[config.mk]
export PLATFORM = sky130hd
export DESIGN_NAME = data_mem_port
export DESIGN_NICKNAME = d
export VERILOG_FILES = /design/src/rtl/data_mem_port.sv
export SDC_FILE = /design/constraint.sdc
export NUM_CORES = 1
export LEC_CHECK = 0
export BUFFER_PORTS_ARGS = -buffer_cell sky130_fd_sc_hd__buf_4
export CAP_MARGIN = 20
export CORE_UTILIZATION = 51
export DETAILED_ROUTE_END_ITERATION = 7
export PLACE_DENSITY = 0.81
export SLEW_MARGIN = 20
export SYNTH_ARGS = -nofsm -noshare
export SYNTH_HDL_FRONTEND = slang
export SYNTH_SLANG_ARGS = --single-unit
[constraint.sdc]
create_clock -name clk -period 5.5 [get_ports clk]
set_input_delay 1.1 -clock clk [delete_from_list [all_inputs] [get_ports clk]]
set_output_delay 1.1 -clock clk [all_outputs]
set_load 0.1 [all_outputs]
[src/rtl/data_mem_port.sv]
// data_mem_port: load/store endpoint driving a request/response data-memory bus
module data_mem_port #(
    parameter int ADDR_WIDTH     = 32,
    parameter int TIMEOUT_CYCLES = 255
) (
    input  logic                  clk,
    input  logic                  rst,
    input  logic                  mem_rd_en,
    input  logic                  mem_wr_en,
    input  logic [2:0]            funct3,
    input  logic [ADDR_WIDTH-1:0] addr,
    input  logic [31:0]           wr_data,
    output logic                  stall,
    output logic [31:0]           load_data,
    output logic                  access_fault,
    output logic                  bus_timeout,
    output logic                  bus_req_valid,
    input  logic                  bus_req_ready,
    output logic                  bus_req_we,
    output logic [ADDR_WIDTH-1:0] bus_req_addr,
    output logic [31:0]           bus_req_wdata,
    output logic [3:0]            bus_req_be,
    input  logic                  bus_rsp_valid,
    input  logic [31:0]           bus_rsp_rdata
);
    typedef enum logic [1:0] {IDLE, REQ, WAIT_RSP, DONE} state_t;
    state_t                state_q, state_d;
    logic                  we_q, we_d, fault_q, fault_d, tmo_q, tmo_d;
    logic [ADDR_WIDTH-1:0] addr_q, addr_d;
    logic [3:0]            be_q, be_d;
    logic [31:0]           wdata_q, wdata_d, load_q, load_d;
    logic [2:0]            f3_q, f3_d;
    logic [15:0]           cnt_q, cnt_d;
    logic                  req, f3_ok, align_ok, legal;
    logic [3:0]            be_n;
    logic [31:0]           wd_n, sh, ext;
    // loads win when both enables are high, so legality follows the load funct3 set
    assign req      = mem_rd_en | mem_wr_en;
    assign f3_ok    = mem_rd_en ? (funct3[1:0] != 2'b11 && !(funct3[2] && funct3[1]))
                                : (!funct3[2] && funct3[1:0] != 2'b11);
    assign align_ok = funct3[1] ? (addr[1:0] == 2'b00) : funct3[0] ? !addr[0] : 1'b1;
    assign legal    = req && f3_ok && align_ok;
    assign be_n     = funct3[1] ? 4'hF : funct3[0] ? (addr[1] ? 4'hC : 4'h3) : 4'b0001 << addr[1:0];
    assign wd_n     = funct3[1] ? wr_data : funct3[0] ? {2{wr_data[15:0]}} : {4{wr_data[7:0]}};
    // halfwords are aligned, so one byte-granular shift serves both byte and half lanes
    assign sh       = bus_rsp_rdata >> {addr_q[1:0], 3'b000};
    assign ext      = f3_q[1] ? bus_rsp_rdata
                    : f3_q[0] ? {{16{~f3_q[2] & sh[15]}}, sh[15:0]}
                              : {{24{~f3_q[2] & sh[7]}}, sh[7:0]};
    assign stall         = (state_q == IDLE && legal) || state_q == REQ || state_q == WAIT_RSP;
    assign bus_req_valid = state_q == REQ;
    assign bus_req_we    = we_q;
    assign bus_req_addr  = {addr_q[ADDR_WIDTH-1:2], 2'b00};
    assign bus_req_wdata = wdata_q;
    assign bus_req_be    = be_q;
    assign load_data     = load_q;
    assign access_fault  = fault_q;
    assign bus_timeout   = tmo_q;
    // transaction sequencing: accept, request, await response or timeout, release
    always_comb begin
        state_d = state_q;
        we_d    = we_q;
        addr_d  = addr_q;
        be_d    = be_q;
        wdata_d = wdata_q;
        f3_d    = f3_q;
        cnt_d   = cnt_q;
        load_d  = load_q;
        fault_d = 1'b0;
        tmo_d   = 1'b0;
        case (state_q)
            IDLE: begin
                if (legal) begin
                    state_d = REQ;
                    we_d    = mem_wr_en & ~mem_rd_en;
                    addr_d  = addr;
                    be_d    = be_n;
                    wdata_d = wd_n;
                    f3_d    = funct3;
                end else begin
                    fault_d = req;
                end
            end
            REQ: begin
                if (bus_req_ready) begin
                    state_d = we_q ? DONE : WAIT_RSP;
                    cnt_d   = '0;
                end
            end
            WAIT_RSP: begin
                if (bus_rsp_valid) begin
                    load_d  = ext;
                    state_d = DONE;
                end else if (cnt_q == 16'(TIMEOUT_CYCLES - 1)) begin
                    tmo_d   = 1'b1;
                    state_d = DONE;
                end else begin
                    cnt_d = cnt_q + 16'd1;
                end
            end
            default: state_d = IDLE;
        endcase
    end
    // state and latched request fields; reset abandons any access in flight
    always_ff @(posedge clk or posedge rst) begin
        if (rst) begin
            state_q <= IDLE;
            we_q    <= 1'b0;
            addr_q  <= '0;
            be_q    <= '0;
            wdata_q <= '0;
            f3_q    <= '0;
            cnt_q   <= '0;
            load_q  <= '0;
            fault_q <= 1'b0;
            tmo_q   <= 1'b0;
        end else begin
            state_q <= state_d;
            we_q    <= we_d;
            addr_q  <= addr_d;
            be_q    <= be_d;
            wdata_q <= wdata_d;
            f3_q    <= f3_d;
            cnt_q   <= cnt_d;
            load_q  <= load_d;
            fault_q <= fault_d;
            tmo_q   <= tmo_d;
        end
    end
endmodule
## Yosys cells after proc, flatten, opt, wreduce, memory -nomap -nowiden

Index checks and enable logic that the tools add are counted.

- Logic and storage cells: 71
- Memories: 0
- Flip-flop bits (word level): 124
- Input port bits: 105
- Output and inout port bits: 105
- Bits in writable memories: 0
- Bits in read-only memories: 0
- Latch bits: 0

- Magnitude comparators: 0
- Equal/unequal tests: 9
- Multiply operators: 0
- Add/subtract/negate cells: 1
- Reductions and logical operators: 18
- Multiplexer cells: 25
- Shift operators: 2
- Divide/modulo/power cells: 0
- Bitwise operators: 6

Operator list:

| cell | number |
|---|---|
| two-way mux 32 bit | 4 |
| two-way mux 16 bit | 3 |
| case mux 16 bit (2 select lines) | 1 |
| >> shifter 32 x 5 -> 16 bit | 1 |
| adder 16 x 1 -> 16 bit, second input constant | 1 |
| equality test 16 x 8 -> 1 bit, second input constant | 1 |
| two-way mux 4 bit | 3 |
| two-way mux 1 bit | 9 |
| two-way mux 2 bit | 4 |
| inequality test 2 bit, second input constant | 4 |
| logical AND 1 bit | 6 |
| case mux 2 bit (3 select lines) | 1 |
| logical NOT 2 bit | 2 |
| AND reduction 2 bit | 2 |
| AND reduction 4 bit | 1 |
| << shifter 1 x 2 -> 4 bit, first input constant | 1 |
| bitwise AND 1 bit | 3 |
| logical NOT 1 bit | 3 |
| inequality test 3 x 2 -> 1 bit, second input constant | 1 |
| AND reduction 3 bit | 1 |
| equality test 2 x 1 -> 1 bit, second input constant | 1 |
| equality test 2 bit, second input constant | 1 |
| logical OR 1 bit | 2 |
| inequality test 2 x 1 -> 1 bit, second input constant | 1 |
| 3 further kinds | 4 |

## Longest topological paths before layout

- Word-level depth: 9
- Gate-level depth with buffers: 9
- Mapped depth without buffers: 6

## Worst setup path after synthesis

Ideal clock, no wire load.

- Path kind: input to output
- Start point: input port funct3[0]
- End point: output port stall
- Data required time: 4.400 ns
- Buffers on the path: 2
- Slack: 1.703 ns
- Arrival: 2.697 ns
- Stages on the path: 6
- Cells stage by stage: nor4_1 -> a21o_1 -> nand2b_1 -> clkbuf_1 -> clkbuf_1 -> nand2_1

- Word-level cells in the longest chain between the ends: 8
- Elaborated cells between the ends (all ways): 11
- Classes of those cells: eq/ne (1); mux (3); reduce/logical (7)

RTL lines:

| what | RTL line | RTL |
|---|---|---|
| start: declaration | 10 | `input logic [2:0] funct3,` |
| inequality test 2 bit | 39, 40 |  |
| logical AND 1 bit, on equally long branches | 40, 39 |  |
| two-way mux 1 bit | 39 | `assign f3_ok = mem_rd_en ? (funct3[1:0] != 2'b11 && !(funct3[2] && funct3[1]))` |
| logical AND 1 bit | 42 | `assign legal = req && f3_ok && align_ok;` |
| logical AND 1 bit (*) | 42 |  |
| logical AND 1 bit (*) | 50 | `assign stall = (state_q == IDLE && legal) \|\| state_q == REQ \|\| state_q == WAIT_RSP;` |
| logical OR 1 bit (*) (2 in series) | 50 |  |
| end: declaration | 13 | `output logic stall,` |

Every way passes the cells marked *; elsewhere a longest branch is shown, timed or not.

## Final worst setup path

Same ends and word-level chain as after synthesis.

==> results.md <==
- Netlist cell types: 42
- Worst-Skew Late Latency: roughly 420 ps
- Synthesized area: roughly 6200 sq um
- Pre-antenna DRT Iters: 5
- Final-stage net count: 871
- Wire length on met2: 8190 um
- Worst Setup End Kind: primary output
- Met1 WL: 6430 um
- Final ANT Viol Nets: 0
- Fin. Hold Viols: 0
- Overflow after GRT: 0
- Final core occ: 68.8%
- Top Ports: 210
- DR vias: 5,429
- CTS tree: done
- Top layer in use: met4
- Residual DRC count: 0
- Post-detailed-route wirelength per cell: about 18 um
- Vias in the first global route: 5,249
- CTS Buf Count: 17
- Worst reg2reg setup slack: 3020 ps
- Initial core utilization: 52.2%
- Clk sink count: 124
- Pin count of the biggest net entering global routing: ~70
- Slew @ Worst Pin: approximately 1100 ps
- Relative slew slack: a little under 30%
- CTS root buffer: clkbuf_16
- DR iter-0 viols: 420
- Register area share after synthesis: between 40% and 50%
- HP Class: reg -> reg
- CTS clock-pin slew for the worst setup and hold paths: 50 ps
- Core footprint: about 12,000 sq um
- Max-Cap Viols: 0
- Detail Route met3 WL: 1470 um
- Routability Congestion: 0.858
- Crit share post-route: 69.5%
- Antenna violations before repair: 0
- Layout fillers: roughly 870
- PortBufs: 207
- ANT cells: 0
- Mapped Avg Cell Area: 10.4 sq um
- Final setup viols: 0
- Hold path depth: 2
- Row cnt: 40
- Tmin final: 3820 ps
- CTS Hold Buffers Added: 0
- Detailed Route WL: 16,500 um
- Critical Path Start Type: input pin
- Drt via density: 5.91
- First-pass GRT wire length: 26,100 um
- Placed cell area: 7600 sq um
- Die W: 113 um
- Finished Cell Area: 8230 sq um
- GRT Util Overall: 26.8%
- Worst Path Required: approximately 4400 ps
- Die height: 113 um
- Status: complete, no violations
- Resized Gates After CTS: 0
- Die ar.: approximately 13,000 sq um
- Worst r2r path cells: 6
- Yosys warns: 0
- Clock Tree Buf Depth: 2
- Final Max Tran Viols: 0
- Skew final: 7.47 ps
- Share of cells above drive strength 1: roughly two fifths
- Post-CTS setup buffers: 0
- CP Data Arrival Time: 2720 ps
- Layout area overhead: 31.9%
- Fin Setup TNS: 0 ps
- Cells after Synth: roughly 600
- Max FO, Critical Path: 21
- RSZ-0062 raised after global routing: false
- Htree depth: 4
- HPWL after detailed placement: 11,600 um
- Critical path type: in -> out
- Fmax: 262 MHz
- FF+latch count, synth: between 100 and 150
==> kinds of logic (layout without fill, tap and decap cells) <==
group                      Yosys count  after routing  synth area share, %
AOI/OAI and AO/OA                  154            154                 15.1
adders and majority gates            6              6                 1.20
buffers and inverters               83            250                 7.32
DFF                                124            124                 49.7
muxes                               69             69                 12.2
other                                1              2               0.0601
and+or+nand+nor                    166            166                 14.5
==> state kept, by name, summed over array words and instances (netlist names) <==
register       cells
addr_q            32
bus_req_wdata     32
load_data         32
cnt_q             16
bus_req_be         4
f3_q               3
state_q            2
access_fault       1
bus_req_we         1
bus_timeout        1
==> cell usage after synthesis, drive strengths merged <==
| cell | count | share of area [%] |
|---|---|---|
| o31ai | 24 | 2.9 |
| or3 | 3 | 0.30 |
| mux2 | 46 | 8.3 |
| dfrtp | 124 | 50 |
| a221o | 1 | 0.16 |
| nor2b | 28 | 2.8 |
| a2bb2oi | 7 | 0.98 |
| o21ba | 1 | 0.16 |
| o211ai | 2 | 0.24 |
| nand2 | 41 | 2.5 |
| ha | 6 | 1.2 |
| a211oi | 9 | 1.1 |
| and3 | 1 | 0.10 |
| nand2b | 11 | 1.1 |
| and4 | 4 | 0.56 |
| mux2i | 22 | 3.5 |
| buf | 43 | 4.9 |
| o2bb2ai | 7 | 0.98 |
| and2 | 1 | 0.14 |
| o21bai | 1 | 0.12 |
| a31oi | 2 | 0.20 |
| o21ai | 70 | 5.6 |
| mux4 | 1 | 0.36 |
| a21oi | 21 | 1.7 |
| or2 | 1 | 0.10 |
| or4 | 10 | 1.2 |
| nor4bb | 1 | 0.16 |
| o22ai | 7 | 0.70 |
| nand4 | 5 | 0.50 |
| a21o | 2 | 0.24 |
| nor2 | 11 | 0.66 |
| nand3 | 38 | 3.0 |
| nand3b | 1 | 0.12 |
| clkbuf | 32 | 1.9 |
| nor3 | 2 | 0.16 |
| inv | 8 | 0.48 |
| nor4b | 6 | 0.84 |
| conb | 1 | 0.060 |
| nor4 | 2 | 0.20 |
==> cell type report <==
type / count / area [sq um] / area share [%]
flip-flops and latches: 124 / 3100 / 37.7
multi-input cells: 397 / 2710 / 32.9
repair buffers: 212 / 1600 / 19.5
clock buffers: 23 / 488 / 5.93
well taps: 147 / 184 / 2.23
clock inverters: 7 / 113 / 1.37
inverters: 8 / 32.5 / 0.395
==> per-layer routing <==
metal  global-route usage (%)  vias up
met5                        0        -
met4                     11.9        0
met3                     7.83       35
met2                     43.9      307
met1                     32.9     2609
li1                         -     2478
==> per-stage QoR <==
stage                     setup slack (ps)  std cells  hold WS (ps)
final                                 1680        918           485
after floorplan                       1100        604           482
after CTS                             1750        917           488
after global routing                  1590        918           521
after global placement                1830        886           465
after detailed placement              1780        887           476
==> path summary, 6_finish.rpt <==
check	start	end
hold reg to reg	load_data[6]	load_data[6]
setup reg to reg	state_q[0]	cnt_q[10]
min in group asynchronous	rst	addr_q[12]
max in group asynchronous	rst	load_data[16]
hold / removal	load_data[6]	load_data[6]
setup / recovery	funct3[0]	stall
==> layout by cell type (no fill, tap or decap), drive strengths merged, types with 2 or more instances in the layout <==
cell type	synthesis	routed
dfrtp	124	124
nand4	5	5
o2bb2ai	7	7
a31oi	2	2
nor2b	28	28
nor4b	6	6
conb	1	2
a21oi	21	21
o21ai	70	70
nor3	2	2
a211oi	9	9
nor2	11	11
inv	8	8
clkbuf	32	23
nand2b	11	11
nor4	2	2
o211ai	2	2
a21o	2	2
ha	6	6
and4	4	4
buf	43	212
clkinv	0	3
nand3	38	38
o31ai	24	24
a2bb2oi	7	7
o22ai	7	7
or4	10	10
nand2	41	41
mux2i	22	22
mux2	46	46
bufinv	0	3
or3	3	3
==> worst max-delay path, stage by stage <==
cell	delay, ps
buf_4	190
nor4_1	700
a21o_1	230
nand2b_1	110
nand2_1	90
buf_4	290
Power is left out: the tool's default activity adds up to more than one toggle a clock period on the data nets, which glitch-free logic cannot reach.
